### src/rtl/key_debounce_if.sv
// Key debounce signal bundle: raw keys in, clean levels and strobes out.
// glitch_cnt exists only with KEY_DEBOUNCE_GLITCH_CNT_EN.
interface key_debounce_if #(
  parameter int N_KEYS = 4
);
  logic [N_KEYS-1:0] KEY;
  logic [N_KEYS-1:0] KEY_out;
  logic [N_KEYS-1:0] KEY_chg;
`ifdef KEY_DEBOUNCE_GLITCH_CNT_EN
  logic [7:0] glitch_cnt;

  modport master (
    output KEY,
    input  KEY_out,
    input  KEY_chg,
    input  glitch_cnt
  );

  modport slave (
    input  KEY,
    output KEY_out,
    output KEY_chg,
    output glitch_cnt
  );
`else
  modport master (
    output KEY,
    input  KEY_out,
    input  KEY_chg
  );

  modport slave (
    input  KEY,
    output KEY_out,
    output KEY_chg
  );
`endif
endinterface

### src/rtl/key_debounce.sv
// Pushbutton synchronizer and per-key stability filter.
// Optional bounce counter: KEY_DEBOUNCE_GLITCH_CNT_EN.
module key_debounce #(
  parameter  int N_KEYS        = 4,
  parameter  int STABLE_CYCLES = 250000,
  localparam int CNT_W         = $clog2(STABLE_CYCLES + 1)
) (
  input logic           clk,
  input logic           reset,
  key_debounce_if.slave kb
);

  typedef enum logic {
    IDLE,
    COUNTING
  } state_t;

  localparam logic [CNT_W-1:0] LAST =
    CNT_W'(STABLE_CYCLES - 1);

  logic [N_KEYS-1:0] s1;
  logic [N_KEYS-1:0] s2;
  logic [N_KEYS-1:0] out_q;
  logic [N_KEYS-1:0] out_d;
  logic [N_KEYS-1:0] chg_q;
  logic [N_KEYS-1:0] chg_d;
  logic [CNT_W-1:0]  cnt_q [N_KEYS];
  logic [CNT_W-1:0]  cnt_d [N_KEYS];
  state_t            st    [N_KEYS];
`ifdef KEY_DEBOUNCE_GLITCH_CNT_EN
  logic [N_KEYS-1:0] bounce;
  logic [7:0]        glitch_q;
  logic [7:0]        glitch_d;
`endif

  always_ff @(posedge clk or negedge reset) begin
    if (!reset) begin
      s1    <= '1;
      s2    <= '1;
      out_q <= '1;
      chg_q <= '0;
      for (int i = 0; i < N_KEYS; i++) begin
        cnt_q[i] <= '0;
      end
    end else begin
      s1    <= kb.KEY;
      s2    <= s1;
      out_q <= out_d;
      chg_q <= chg_d;
      for (int i = 0; i < N_KEYS; i++) begin
        cnt_q[i] <= cnt_d[i];
      end
    end
  end

  // Any sample equal to the held level sends the key back to IDLE.
  always_comb begin
    out_d = out_q;
    chg_d = '0;
`ifdef KEY_DEBOUNCE_GLITCH_CNT_EN
    bounce = '0;
`endif
    for (int i = 0; i < N_KEYS; i++) begin
      cnt_d[i] = '0;
      st[i] = (cnt_q[i] == '0) ? IDLE : COUNTING;
      unique case (st[i])
        IDLE: begin
          if (s2[i] != out_q[i]) begin
            if (LAST == '0) begin
              out_d[i] = s2[i];
              chg_d[i] = 1'b1;
            end else begin
              cnt_d[i] = CNT_W'(1);
            end
          end
        end
        COUNTING: begin
          if (s2[i] != out_q[i]) begin
            if (cnt_q[i] == LAST) begin
              out_d[i] = s2[i];
              chg_d[i] = 1'b1;
            end else begin
              cnt_d[i] = cnt_q[i] + 1'b1;
            end
          end else begin
`ifdef KEY_DEBOUNCE_GLITCH_CNT_EN
            bounce[i] = 1'b1;
`endif
          end
        end
        default: cnt_d[i] = '0;
      endcase
    end
  end

  assign kb.KEY_out = out_q;
  assign kb.KEY_chg = chg_q;

`ifdef KEY_DEBOUNCE_GLITCH_CNT_EN
  always_comb begin
    int unsigned sum;
    sum = 32'(glitch_q);
    for (int i = 0; i < N_KEYS; i++) begin
      sum = sum + 32'(bounce[i]);
    end
    glitch_d = (sum > 32'd255) ? 8'hff : sum[7:0];
  end

  always_ff @(posedge clk or negedge reset) begin
    if (!reset) begin
      glitch_q <= '0;
    end else begin
      glitch_q <= glitch_d;
    end
  end

  assign kb.glitch_cnt = glitch_q;
`endif

endmodule

### src/flat_wrapper.sv
// flat-port wrapper written by rule: the top's interface ports become plain ports
module key_debounce_flat 
#(
  parameter  int N_KEYS        = 4,
  parameter  int STABLE_CYCLES = 250000,
  localparam int CNT_W         = $clog2(STABLE_CYCLES + 1)
)
  (clk, reset, kb_KEY, kb_KEY_out, kb_KEY_chg);
  key_debounce_if #(.N_KEYS(N_KEYS)) kb_i ();
  input logic clk;
  input logic reset;
  input wire logic [$bits(kb_i.KEY)-1:0] kb_KEY;
  output wire logic [$bits(kb_i.KEY_out)-1:0] kb_KEY_out;
  output wire logic [$bits(kb_i.KEY_chg)-1:0] kb_KEY_chg;
  assign kb_i.KEY = kb_KEY;
  assign kb_KEY_out = kb_i.KEY_out;
  assign kb_KEY_chg = kb_i.KEY_chg;
  key_debounce #(.N_KEYS(N_KEYS), .STABLE_CYCLES(STABLE_CYCLES)) u_core (.clk(clk), .reset(reset), .kb(kb_i));
endmodule
### config.mk
export PLATFORM = sky130hd
export DESIGN_NAME = key_debounce_flat
export DESIGN_NICKNAME = d
export VERILOG_FILES = /design/src/rtl/key_debounce_if.sv /design/src/rtl/key_debounce.sv /design/src/flat_wrapper.sv
export SDC_FILE = /design/constraint.sdc
export NUM_CORES = 1
export LEC_CHECK = 0
export CORE_ASPECT_RATIO = 2
export CORE_MARGIN = 1.5
export CORE_UTILIZATION = 58
export CTS_BUF_LIST = sky130_fd_sc_hd__clkbuf_2 sky130_fd_sc_hd__clkbuf_4 sky130_fd_sc_hd__clkbuf_8
export CTS_CLUSTER_SIZE = 16
export DETAILED_ROUTE_END_ITERATION = 6
export PLACE_DENSITY = 0.87
export SKIP_CTS_REPAIR_TIMING = 1
export SYNTH_ARGS = -nofsm -noshare
export SYNTH_HDL_FRONTEND = slang
export SYNTH_SLANG_ARGS = --single-unit
### constraint.sdc
create_clock -name clk -period 1.85 [get_ports clk]
set_input_delay 0.37 -clock clk [delete_from_list [all_inputs] [get_ports clk]]
set_output_delay 0.37 -clock clk [all_outputs]
set_load 0.01 [all_outputs]
Yosys cells after proc, flatten, opt, wreduce, memory -nomap -nowiden
Index checks and enable logic that the tools add are counted.
{"block": "op_classes", "addsub": 4, "n_eq_ne": 8, "mux": 32, "bitwise_logic": 4, "n_reduce_logical": 8}
{"operator": "$mux 18", "n": 8}
{"operator": "$pmux 18 s2", "n": 4}
{"operator": "$add 18x1->18 const B", "n": 4}
{"operator": "$eq 18x18->1 const B", "n": 4}
{"operator": "$logic_not 18->1", "n": 4}
{"operator": "$mux 1", "n": 20}
{"operator": "$reduce_and 3->1", "n": 4}
{"operator": "$ne 1x1->1", "n": 4}
{"operator": "$not 1->1", "n": 4}
{"block": "totals", "register_bits": 88, "output_inout_bits": 8}

Depth between registers and ports, before layout
{"block": "logic_depth", "depth_word": 4, "mapped_depth": 6, "depth_no_buf": 5}

Worst setup path after synthesis
Ideal clock, no wire load.
{"block": "synth_path", "path_kind": "register to register", "startpoint": "register u_core.cnt_q[7] (netlist name)", "endpoint": "register u_core.cnt_q[1] (netlist name)", "setup_ns": 0.140, "arrival_time_ns": 1.685, "required_ns": 1.710, "setup_slack_ns": 0.025, "stages_incl_launch_ff": 5, "path_buffers": 1, "synth_period_minus_slack_ns": 1.825, "path_cell_list": "dfrtp_1 > or3_2 > o31ai_2 > buf_2 > nor3b_1"}
{"item": "start: declaration", "line": "key_debounce.sv:27", "text": "logic [CNT_W-1:0] cnt_q [N_KEYS];"}
{"item": "start signal: indexed assignment", "line": "key_debounce.sv:51", "text": "cnt_q[i] <= cnt_d[i];"}

==> flow_metrics.env <==
export IMPL_status="finished, violations left"
export IMPL_failed_checks="negative hold slack"
export IMPL_clock_path_buffers=2
export IMPL_start_util_pct=59.5
export IMPL_wl_met3_um=259
export IMPL_synth_cells=431
export IMPL_p_sw_mw=0.848
export IMPL_combPwrFrac_pct=6.2
export IMPL_drt_initial_drc_count=299
export IMPL_dieWidth_um=65.5
export IMPL_wl_met1_mm=3.96
export IMPL_synth_area_per_cell_um2=10.5
export IMPL_synth_flop_cell="dfrtp_1"
export IMPL_critical_path_arrival_ns=2.07
export IMPL_end_kind="flip-flop"
export IMPL_htree_num_levels=3
export IMPL_grt_pass1_vias=3695
export IMPL_finalHoldViolCount=6
export IMPL_hold_slack_ns=-0.00432
export IMPL_seq_area_frac_synth_pct=49.0
export IMPL_drc=0
export IMPL_antenna_found_initial=0
export IMPL_timing_max_slew_rel_slack_pct=68.4
export IMPL_ys_seq_elements=88
export IMPL_routed_wl_mm=9.94
export IMPL_critPathRequiredTime_ns=2.09
export IMPL_core_rowCount=45
export IMPL_ir_worst_vdd_uv=520
export IMPL_synth_top_area_share_pct=42.0
export IMPL_crit_type="reg -> reg"
export IMPL_crit_path_max_fanout=3
export IMPL_drive_gt1_share_pct=24.2
export IMPL_grt_max_degree=89
export IMPL_min_path_type="in -> async"
export IMPL_num_antenna_cells=0
export IMPL_final_antenna_net_count=0
export IMPL_p_seq_share_pct=56.5
export IMPL_syn_to_final_growth_pct=19.5
export IMPL_p_sw_share_pct=24.2
export IMPL_final_area_um2=5410
export IMPL_syn_nets=445
export IMPL_synthTopCellsByCount="dfrtp_1 (76), nor3_1 (52), xnor2_1 (27), xor2_1 (26), nand3_1 (24)"
export IMPL_slowest_delay_ns=0.40
export IMPL_finalSetupViolCount=0
export IMPL_clock_skew_ns=0.0108
export IMPL_p_leak_nw=2.19
export IMPL_cts_sinks=88
export IMPL_grt_total_usage_pct=25.7
export IMPL_clockRootBuffer="clkbuf_8"
export IMPL_grt_pass1_wl_mm=16.8
export IMPL_power_density_nw_per_um2=648
export IMPL_placed_area_um2=5030
export IMPL_fmax_mhz=547
export IMPL_cp_num_buf_inv=1
export IMPL_clock_latency_ns=0.37
export IMPL_async_flop_share_pct=100
export IMPL_yosysTopAreaCell="dfrtp_1"
export IMPL_p_int_mw=2.66
export IMPL_cp_cell_sequence="nor4_1 > nand2_1 > buf_4 > o41ai_1 > a21boi_0"
export IMPL_met2_length_mm=5.39
export IMPL_crit_family="simple AND/OR/NAND/NOR gates"
export IMPL_yosys_warnings=0
export IMPL_start_kind="flip-flop"
export IMPL_power_mw=3.51
export IMPL_netlist_area_um2=4530
export IMPL_nets=509
export IMPL_cpMaxStageDelayCell="dfrtp_1"
export IMPL_gp_congestion=0.920
export IMPL_drt_vias_per_instance=6.09
export IMPL_firstDrtPassIters=4
export IMPL_dp_cells=566
export IMPL_p_clk_share_pct=37.3
export IMPL_fin_crit_ns=1.83
export IMPL_cts_buffers=9
export IMPL_yosysUniqueCellTypes=38
export IMPL_slew_viol_final=0
export IMPL_highest_layer="met4"
export IMPL_avgRoutedWirePerCell_um=16.7
export IMPL_synth_area_leaders="dfrtp_1 (42%), dfstp_2 (7.0%), nor3_1 (5.8%)"
export IMPL_yosysMostFrequentCell="dfrtp_1"
export IMPL_portBuffers=13
export IMPL_clkSlewWorstSetupHoldPaths_ns=0.09
export IMPL_drv_cap=0
export IMPL_dpl_hpwl_mm=6.56
export IMPL_die_y_um=128
export IMPL_cts_tree="done"
export IMPL_coreArea_um2=7600
export IMPL_synth_edf_count=0
export IMPL_grt_overflow_total=0
export IMPL_io_pins=14
export IMPL_period_share_pct=98.7
export IMPL_die_area_um2=8370
export IMPL_tightestPinTransition_ns=0.474
export IMPL_utilization_pct=71.1
export IMPL_finalNonFillerCells=594
export IMPL_vias=3618
==> cells by family after synthesis <==
| family | Yosys count | synth area share, % |
|---|---|---|
| adder cells (fa/ha/maj) | 8 | 2.21 |
| XOR/XNOR | 53 | 10.3 |
| multiplexers | 4 | 0.995 |
| AND/OR/NAND/NOR | 203 | 27.3 |
| AO/OA/AOI/OAI | 42 | 7.24 |
| buffers and inverters | 33 | 3.04 |
| flip-flops | 88 | 49.0 |
==> power groups by stage <==
stage          clock network, mW  registers (mW)  logic [mW]
2_1_floorplan                  0            2.01       0.104
3_3_place_gp                   0            2.01       0.199
6_report                    1.31            1.98       0.216
3_5_place_dp                   0            2.02       0.207
5_1_grt                     1.40            1.98       0.243
4_1_cts                     1.35            1.98       0.210
==> final timing paths <==
check | start | endpoint | slack (ns) | cells past startpoint
setup / recovery | u_core.cnt_q[67]$_DFF_PN0_ | u_core.cnt_q[54]$_DFF_PN0_ | 0.02 | 5
hold / removal | reset | u_core.cnt_q[16]$_DFF_PN0_ | -0.004 | 2
setup reg to reg | u_core.cnt_q[67]$_DFF_PN0_ | u_core.cnt_q[54]$_DFF_PN0_ | 0.02 | 5
hold reg to reg | u_core.s1[2]$_DFF_PN1_ | u_core.s2[2]$_DFF_PN1_ | 0.36 | 0
max in group asynchronous | reset | u_core.kb.KEY_out[2]$_DFFE_PN1P_ | 1.43 | 2
min in group clk | u_core.s1[2]$_DFF_PN1_ | u_core.s2[2]$_DFF_PN1_ | 0.36 | 0
==> cell type report <==
cell class	count	area (um2)
Clock buffer	13	173
Multi-Input combinational cell	310	2230
Inverter	20	75.1
Tap cell	94	118
Sequential cell	88	2230
Clock inverter	3	25.0
Fill cell	517	2190
Timing Repair Buffer	66	559
==> through the flow <==
step | hold WS [ns] | TNS (ns) | worst slack, ns
2_1_floorplan | 0.0744 | 0 | 0.0247
3_3_place_gp | 0.346 | 0 | 0.0634
3_5_place_dp | 0.347 | 0 | 0.0158
4_1_cts | 0.0342 | -0.0186 | -0.00951
5_1_grt | 0.0511 | -0.158 | -0.0601
6_report | -0.00432 | 0 | 0.0232
==> worst register-to-register path: stages, from the launching register on <==
cell and delay (ns):
dfrtp_1 0.40, nor4_1 0.35, nand2_1 0.22, buf_4 0.20, o41ai_1 0.39, a21boi_0 0.15
==> registers in the layout, indices dropped and copies added, names as in the netlist <==
name,flops
u_core.cnt_q,72
u_core.kb.KEY_chg,4
u_core.kb.KEY_out,4
u_core.s1,4
u_core.s2,4
==> metal layers <==
layer  global-route usage [%]  up-vias
met5                        0        -
met4                     13.8        0
met3                     5.00       27
met2                     44.1       68
met1                     29.5     1793
li1                         -     1730
==> layout by cell type, fill, tap and decap left out, types with 13 or more instances in the layout <==
cell type  count
a211oi_1      13
buf_4         50
dfrtp_1       69
inv_1         20
nand2_1       20
nand3_1       22
nand4_1       19
nor3_1        52
nor4_1        19
or3_1         14
xnor2_1       27
xor2_1        26
(Power assumes the default switching activity.)
